==> config.mk <==
export PLATFORM = sky130hd
export DESIGN_NAME = gshare_predictor_flat
export DESIGN_NICKNAME = d
export VERILOG_FILES = /design/src/rtl/gshare_predictor_if.sv /design/src/rtl/gshare_predictor.sv /design/src/flat_wrapper.sv
export SDC_FILE = /design/constraint.sdc
export NUM_CORES = 2
export LEC_CHECK = 0
export ABC_CLOCK_PERIOD_IN_PS = 10900
export CORE_MARGIN = 5
export CORE_UTILIZATION = 65
export DETAILED_ROUTE_END_ITERATION = 6
export PLACE_DENSITY_LB_ADDON = 0.08
export SLEW_MARGIN = 20
export SYNTH_ARGS = -nofsm -noshare
export SYNTH_HDL_FRONTEND = slang
export SYNTH_SLANG_ARGS = --single-unit
export TNS_END_PERCENT = 1
==> constraint.sdc <==
create_clock -name clk -period 10.9 [get_ports clk]
set_input_delay 2.18 -clock clk [delete_from_list [all_inputs] [get_ports clk]]
set_output_delay 2.18 -clock clk [all_outputs]
set_load 0.005 [all_outputs]
==> src/rtl/gshare_predictor_if.sv <==
// Fetch-side predict and ROB-side commit signal bundle for the gshare predictor.
// The master drives fetch and commit information; the slave (the predictor)
// returns the prediction, the history it used, and the commit statistics.
interface gshare_predictor_if #(
  parameter int GHR_W = 8
);
  // fetch side
  logic             IF_valid;
  logic [31:0]      IF_inst;
  logic [31:0]      IF_inst_pc;
  logic             IF_need_jump;
  logic [31:0]      IF_predicted_imm;
  logic [GHR_W-1:0] IF_ghr;
  // commit side
  logic             ROB_input_valid;
  logic             ROB_taken;
  logic [31:0]      ROB_pc;
  logic [GHR_W-1:0] ROB_ghr;
  logic             ROB_mispredict;
  // statistics
  logic [31:0]      stat_updates;
  logic [31:0]      stat_mispredicts;

  modport master (
    output IF_valid, IF_inst, IF_inst_pc,
    output ROB_input_valid, ROB_taken, ROB_pc, ROB_ghr, ROB_mispredict,
    input  IF_need_jump, IF_predicted_imm, IF_ghr,
    input  stat_updates, stat_mispredicts
  );

  modport slave (
    input  IF_valid, IF_inst, IF_inst_pc,
    input  ROB_input_valid, ROB_taken, ROB_pc, ROB_ghr, ROB_mispredict,
    output IF_need_jump, IF_predicted_imm, IF_ghr,
    output stat_updates, stat_mispredicts
  );
endinterface

==> src/rtl/gshare_predictor.sv <==
// Gshare / bimodal branch predictor.
// A table of saturating counters is indexed by PC (optionally XORed with the
// speculative global history) to predict conditional branches; JAL is always
// taken. Commits train the table and the committed history; a mispredicting
// commit repairs the speculative history from the committed one.
module gshare_predictor #(
  parameter int PHT_IDX_W  = 8,
  parameter int CTR_W      = 2,
  parameter int GHR_W      = 8,
  parameter int USE_GSHARE = 1
) (
  input logic             clk,
  input logic             rst,
  input logic             rdy,
  gshare_predictor_if.slave bus
);
  localparam int ENTRIES = 1 << PHT_IDX_W;
  localparam logic [CTR_W-1:0] CTR_INIT = {1'b0, {(CTR_W-1){1'b1}}};
  localparam logic [CTR_W-1:0] CTR_MAX  = {CTR_W{1'b1}};
  localparam logic [6:0] OP_JAL    = 7'b1101111;
  localparam logic [6:0] OP_BRANCH = 7'b1100011;

  logic [CTR_W-1:0]     pht_reg [ENTRIES];
  logic [GHR_W-1:0]     spec_ghr_reg, spec_ghr_next;
  logic [GHR_W-1:0]     com_ghr_reg, com_ghr_next;
  logic [31:0]          stat_updates_reg, stat_mispredicts_reg;

  logic [6:0]           opcode;
  logic                 is_jal, is_branch;
  logic [31:0]          j_imm, b_imm;
  logic [PHT_IDX_W-1:0] if_idx, rob_idx;
  logic [CTR_W-1:0]     if_ctr, rob_ctr, rob_ctr_next;
  logic                 commit;
  logic                 unused_pc_bits;

  // Table index: word-aligned PC bits, optionally hashed with history.
  function automatic logic [PHT_IDX_W-1:0] pht_index(input logic [31:0] pc,
                                                     input logic [GHR_W-1:0] hist);
    logic [PHT_IDX_W-1:0] base;
    base = pc[PHT_IDX_W+1:2];
    if (USE_GSHARE != 0) return base ^ PHT_IDX_W'(hist);
    return base;
  endfunction

  // Shift one outcome into a history register (also correct for GHR_W = 1).
  function automatic logic [GHR_W-1:0] shift_in(input logic [GHR_W-1:0] hist,
                                                input logic bit_in);
    logic [GHR_W:0] wide;
    wide = {hist, bit_in};
    return wide[GHR_W-1:0];
  endfunction

  assign opcode    = bus.IF_inst[6:0];
  assign is_jal    = (opcode == OP_JAL);
  assign is_branch = (opcode == OP_BRANCH);
  assign j_imm = {{12{bus.IF_inst[31]}}, bus.IF_inst[19:12], bus.IF_inst[20],
                  bus.IF_inst[30:21], 1'b0};
  assign b_imm = {{20{bus.IF_inst[31]}}, bus.IF_inst[7], bus.IF_inst[30:25],
                  bus.IF_inst[11:8], 1'b0};

  assign if_idx  = pht_index(bus.IF_inst_pc, spec_ghr_reg);
  assign rob_idx = pht_index(bus.ROB_pc, bus.ROB_ghr);
  assign if_ctr  = pht_reg[if_idx];
  assign rob_ctr = pht_reg[rob_idx];
  assign commit  = rdy & bus.ROB_input_valid;

  assign bus.IF_ghr           = spec_ghr_reg;
  assign bus.stat_updates     = stat_updates_reg;
  assign bus.stat_mispredicts = stat_mispredicts_reg;

  // Address bits outside the index field do not participate in prediction.
  assign unused_pc_bits = ^{bus.IF_inst_pc[31:PHT_IDX_W+2], bus.IF_inst_pc[1:0],
                            bus.ROB_pc[31:PHT_IDX_W+2], bus.ROB_pc[1:0]};

  // Prediction decode: purely combinational, independent of IF_valid and rdy.
  always_comb begin
    bus.IF_need_jump     = 1'b0;
    bus.IF_predicted_imm = '0;
    if (is_jal) begin
      bus.IF_need_jump     = 1'b1;
      bus.IF_predicted_imm = j_imm;
    end else if (is_branch) begin
      bus.IF_need_jump     = if_ctr[CTR_W-1];
      bus.IF_predicted_imm = b_imm;
    end
  end

  // Saturating step of the counter addressed by the committing branch.
  always_comb begin
    rob_ctr_next = rob_ctr;
    if (bus.ROB_taken) begin
      if (rob_ctr != CTR_MAX) rob_ctr_next = rob_ctr + CTR_W'(1);
    end else begin
      if (rob_ctr != '0) rob_ctr_next = rob_ctr - CTR_W'(1);
    end
  end

  // History next-state: a mispredicting commit overrides the fetch-side shift.
  always_comb begin
    com_ghr_next  = com_ghr_reg;
    spec_ghr_next = spec_ghr_reg;
    if (rdy) begin
      if (bus.ROB_input_valid) com_ghr_next = shift_in(com_ghr_reg, bus.ROB_taken);
      if (bus.ROB_input_valid && bus.ROB_mispredict)
        spec_ghr_next = shift_in(com_ghr_reg, bus.ROB_taken);
      else if (bus.IF_valid && is_branch)
        spec_ghr_next = shift_in(spec_ghr_reg, bus.IF_need_jump);
    end
  end

  // Counter table: all entries weakly not-taken on reset, trained on commit.
  always_ff @(posedge clk or negedge rst) begin
    if (!rst) begin
      for (int i = 0; i < ENTRIES; i++) pht_reg[i] <= CTR_INIT;
    end else if (commit) begin
      pht_reg[rob_idx] <= rob_ctr_next;
    end
  end

  // Speculative and committed global history registers.
  always_ff @(posedge clk or negedge rst) begin
    if (!rst) begin
      spec_ghr_reg <= '0;
      com_ghr_reg  <= '0;
    end else begin
      spec_ghr_reg <= spec_ghr_next;
      com_ghr_reg  <= com_ghr_next;
    end
  end

  // Saturating commit and mispredict counters.
  always_ff @(posedge clk or negedge rst) begin
    if (!rst) begin
      stat_updates_reg     <= '0;
      stat_mispredicts_reg <= '0;
    end else if (commit) begin
      if (stat_updates_reg != '1) stat_updates_reg <= stat_updates_reg + 32'd1;
      if (bus.ROB_mispredict && (stat_mispredicts_reg != '1))
        stat_mispredicts_reg <= stat_mispredicts_reg + 32'd1;
    end
  end
endmodule

==> src/flat_wrapper.sv <==
// flat-port wrapper written by rule: the top's interface ports become plain ports
module gshare_predictor_flat 
#(
  parameter int PHT_IDX_W  = 8,
  parameter int CTR_W      = 2,
  parameter int GHR_W      = 8,
  parameter int USE_GSHARE = 1
)
  (clk, rst, rdy, bus_IF_valid, bus_IF_inst, bus_IF_inst_pc, bus_ROB_input_valid, bus_ROB_taken, bus_ROB_pc, bus_ROB_ghr, bus_ROB_mispredict, bus_IF_need_jump, bus_IF_predicted_imm, bus_IF_ghr, bus_stat_updates, bus_stat_mispredicts);
  gshare_predictor_if #(.GHR_W(GHR_W)) bus_i ();
  input logic clk;
  input logic rst;
  input logic rdy;
  input wire logic [$bits(bus_i.IF_valid)-1:0] bus_IF_valid;
  input wire logic [$bits(bus_i.IF_inst)-1:0] bus_IF_inst;
  input wire logic [$bits(bus_i.IF_inst_pc)-1:0] bus_IF_inst_pc;
  input wire logic [$bits(bus_i.ROB_input_valid)-1:0] bus_ROB_input_valid;
  input wire logic [$bits(bus_i.ROB_taken)-1:0] bus_ROB_taken;
  input wire logic [$bits(bus_i.ROB_pc)-1:0] bus_ROB_pc;
  input wire logic [$bits(bus_i.ROB_ghr)-1:0] bus_ROB_ghr;
  input wire logic [$bits(bus_i.ROB_mispredict)-1:0] bus_ROB_mispredict;
  output wire logic [$bits(bus_i.IF_need_jump)-1:0] bus_IF_need_jump;
  output wire logic [$bits(bus_i.IF_predicted_imm)-1:0] bus_IF_predicted_imm;
  output wire logic [$bits(bus_i.IF_ghr)-1:0] bus_IF_ghr;
  output wire logic [$bits(bus_i.stat_updates)-1:0] bus_stat_updates;
  output wire logic [$bits(bus_i.stat_mispredicts)-1:0] bus_stat_mispredicts;
  assign bus_i.IF_valid = bus_IF_valid;
  assign bus_i.IF_inst = bus_IF_inst;
  assign bus_i.IF_inst_pc = bus_IF_inst_pc;
  assign bus_i.ROB_input_valid = bus_ROB_input_valid;
  assign bus_i.ROB_taken = bus_ROB_taken;
  assign bus_i.ROB_pc = bus_ROB_pc;
  assign bus_i.ROB_ghr = bus_ROB_ghr;
  assign bus_i.ROB_mispredict = bus_ROB_mispredict;
  assign bus_IF_need_jump = bus_i.IF_need_jump;
  assign bus_IF_predicted_imm = bus_i.IF_predicted_imm;
  assign bus_IF_ghr = bus_i.IF_ghr;
  assign bus_stat_updates = bus_i.stat_updates;
  assign bus_stat_mispredicts = bus_i.stat_mispredicts;
  gshare_predictor #(.PHT_IDX_W(PHT_IDX_W), .CTR_W(CTR_W), .GHR_W(GHR_W), .USE_GSHARE(USE_GSHARE)) u_core (.clk(clk), .rst(rst), .rdy(rdy), .bus(bus_i));
endmodule
==> impl_metrics.tcl <==
set metrics [dict create \
    status "finished with violations" \
    violations "DRC" \
    synth_area_um2 34000 \
    clock_sink_count 591 \
    drt_drc_violations_left 5 \
    num_rows 83 \
    clk_pin_slew_worst_paths_ns 0.06 \
    timing.fmax_mhz 119 \
    p_per_area_nw_per_um2 163 \
    rr_worst_depth 9 \
    fin_crit_sh 0.771 \
    synth_largest_area_cell "dfrtp_1" \
    clock_insertion_delay_worst_skew_ns 0.65 \
    cp-endpoint "bus_IF_need_jump" \
    critPathLaunch "bus_IF_inst_pc[2]" \
    drtAntennaViolNets 0 \
    largest_register_ffs 512 \
    clock_skew_ns 0.0362 \
    antenna_found_initial 2 \
    routed_wl_um 107000 \
    fillers 3623 \
    peakVddDrop_mv 0.166 \
    slowest_delay_ns 0.64 \
    grt_max_degree 180 \
    hold_viol 0 \
    worstPathArrival_ns 6.22 \
    cap_violations 0 \
    ys_seq_area_frac 0.445 \
    crit-reg2reg-launch "u_core.pht_reg[354]" \
    area_delta_synth_final_pct 12.3 \
    crit_fanout 29 \
    cpMaxStageDelayCell "mux4_2" \
    min_path_type "flip-flop to flip-flop" \
    pin_count 216 \
    worst-path-stages 10 \
    vias_per_cell 7.28 \
    cts_htree_levels 2 \
    slew_headroom 0.223 \
    grt.total_usage 0.369 \
    worstPathRequired_ns 8.72 \
    synth.avg_cell_area_um2 9.71 \
    synth_cell_types 51 \
    path_cells "clkdlybuf4s50_1, xor2_4, buf_4, mux4_2, mux4_2, or4_1, o41ai_1, nor4b_1, a211o_1, clkdlybuf4s50_1" \
    die_h_um 239 \
    start_util 0.659 \
    dpl_cell_area_um2 35900 \
    grt_pass1_vias 29449 \
    synth-edff-count 0 \
    yosysMostFrequentCell "nand2_1" \
    critical_path_class "input pin to primary output" \
    power.leakage_nw 13.5 \
    drtPass1Iterations 7 \
    dp_slack_ns 2.50 \
    syn_inst 3498 \
    rsz0062_at_grt "no" \
    path_delay_family "buffers and inverters" \
    postCtsHoldBufs 0 \
    worstMarginPinSlew_ns 1.16 \
    drt_iter0_markers 4621 \
    cts_setup_buffers 0 \
    yosysTopAreaCellShare 0.247 \
    finalMaxSlewViolations 0 \
    die_x_um 239 \
    numCtsBuffers 61 \
    dieArea_um2 56900 \
    cts_resized 0 \
    finalSetupTns_ns 0 \
    cts_tree "done" \
    final_cell_area_um2 38100 \
    yosysWarnings 0 \
    dp_hpwl_um 63100 \
    place.gp.congestion 0.889 \
    ys_async_sr_fraction 1.00 \
    period_needed_ns 8.40 \
    port_buffers 166 \
    drive_gt1_frac 0.195 \
    yosys-top-cells-count "649 x nand2_1, 491 x nor3_1, 335 x dfrtp_1" \
    netlist_top_cells_area "dfrtp_1 25%, dfstp_2 20%, mux4_2 13%, nor3_1 7.2%, nand2_1 7.2%" \
    r2r_end "u_core.pht_reg[368]" \
    cp-end-kind "primary output" \
    rrSetupSlack_ns 6.59 \
    cp-start-kind "input pin" \
    coreArea_um2 51500 \
    setup_ws_ns 2.50 \
    path_buf_inv 3 \
    grt_pass1_wl_um 167000 \
    setup_viol 0 \
    cts_root_buffer "clkbuf_16" \
    cts_buffer_depth 3 \
    overflow 0 \
    vias 30429 \
    synth-seq-cells 591 \
    syn_nets 3611 \
    synth-main-ff-cell "dfrtp_1" \
    fin_nets 3557 \
    wire_per_inst_um 25.6 \
]
routing by layer:
| layer | wire, um | track usage |
|---|---|---|
| met3 | 13600 | 0.0946 |
| met2 | 48200 | 0.561 |
| met5 | 13 | 0 |
| met1 | 39300 | 0.503 |
| met4 | 5980 | 0.176 |
cell usage in the layout (no fill, tap or decap), types with 4 or more instances in the layout:
master / count
a211oi_1: 241
a21o_1: 9
a21oi_1: 244
a22o_1: 5
a22oi_1: 29
a41oi_1: 13
and2_1: 7
and3_1: 10
and4_1: 8
buf_12: 8
buf_4: 59
bufinv_16: 10
clkbuf_1: 15
clkbuf_16: 63
clkbuf_8: 13
clkdlybuf4s50_1: 164
clkinv_2: 9
dfrtp_1: 335
dfstp_2: 256
inv_1: 8
mux2_2: 10
mux2i_1: 12
mux4_2: 194
nand2_1: 649
nand3_1: 33
nand4_1: 22
nor2_1: 101
nor2_2: 22
nor2_4: 10
nor2b_1: 7
nor3_1: 490
nor4_1: 7
o21ai_0: 9
o31ai_1: 273
o41ai_1: 13
or3_1: 4
or4_1: 4
xnor2_1: 50
xor2_1: 34
xor2_4: 4
how the worst min path moves through the flow:
stage | from | endpoint | slack (ns) | depth (start not counted)
after floorplan | u_core.pht_reg[16] | u_core.pht_reg[16] | 0.45 | 2
after global placement | u_core.pht_reg[190] | u_core.pht_reg[190] | 0.46 | 2
after detailed placement | u_core.pht_reg[194] | u_core.pht_reg[194] | 0.46 | 2
after CTS | u_core.pht_reg[104] | u_core.pht_reg[104] | 0.47 | 2
after global routing | u_core.pht_reg[494] | u_core.pht_reg[494] | 0.48 | 2
final | u_core.pht_reg[10] | u_core.pht_reg[10] | 0.47 | 2
where the power goes:
part	total [mW]	internal (mW)	switching [mW]
clock network	2.29	1.38	0.911
registers	2.59	2.44	0.157
logic	1.33	0.453	0.876
logic make-up after synthesis:
| logic type | synth area share |
|---|---|
| compound gates | 0.172 |
| xor+xnor | 0.0234 |
| fa+ha+maj | 0.000737 |
| buf+inv | 0.0443 |
| flops | 0.445 |
| mux | 0.136 |
| other cells | 0.000110 |
| simple gates | 0.179 |
through the flow:
| stage | total power, mW | hold slack [ns] | utilization | cells |
|---|---|---|---|---|
| floorplan | 3.39 | 0.450 | - | 3498 |
| global placement | 3.86 | 0.456 | 0.696 | 4059 |
| detailed placement | 3.91 | 0.461 | 0.696 | 4060 |
| CTS | 6.19 | 0.470 | 0.739 | 4176 |
| global route | 6.40 | 0.477 | 0.740 | 4177 |
| finish | 6.22 | 0.469 | 0.740 | 4178 |
worst min-delay path: cells and delay by family, from the launching register on:
kind / cells / cell delay [ns]
DFF: 1 / 0.37
AOI/OAI and AO/OA: 1 / 0.05
and+or+nand+nor: 1 / 0.04
cell type report:
cell class	count	area [um2]	area share
multi-input cells	2546	17600	0.462
flip-flops and latches	591	15100	0.396
repair buffers	236	2310	0.0606
clock buffers	91	1810	0.0475
well taps	680	851	0.0223
clock inverters	25	394	0.0103
inverters	8	30.0	0.000788
diodes	1	2.50	0.0000656
Power figures use the tool's default switching activity.
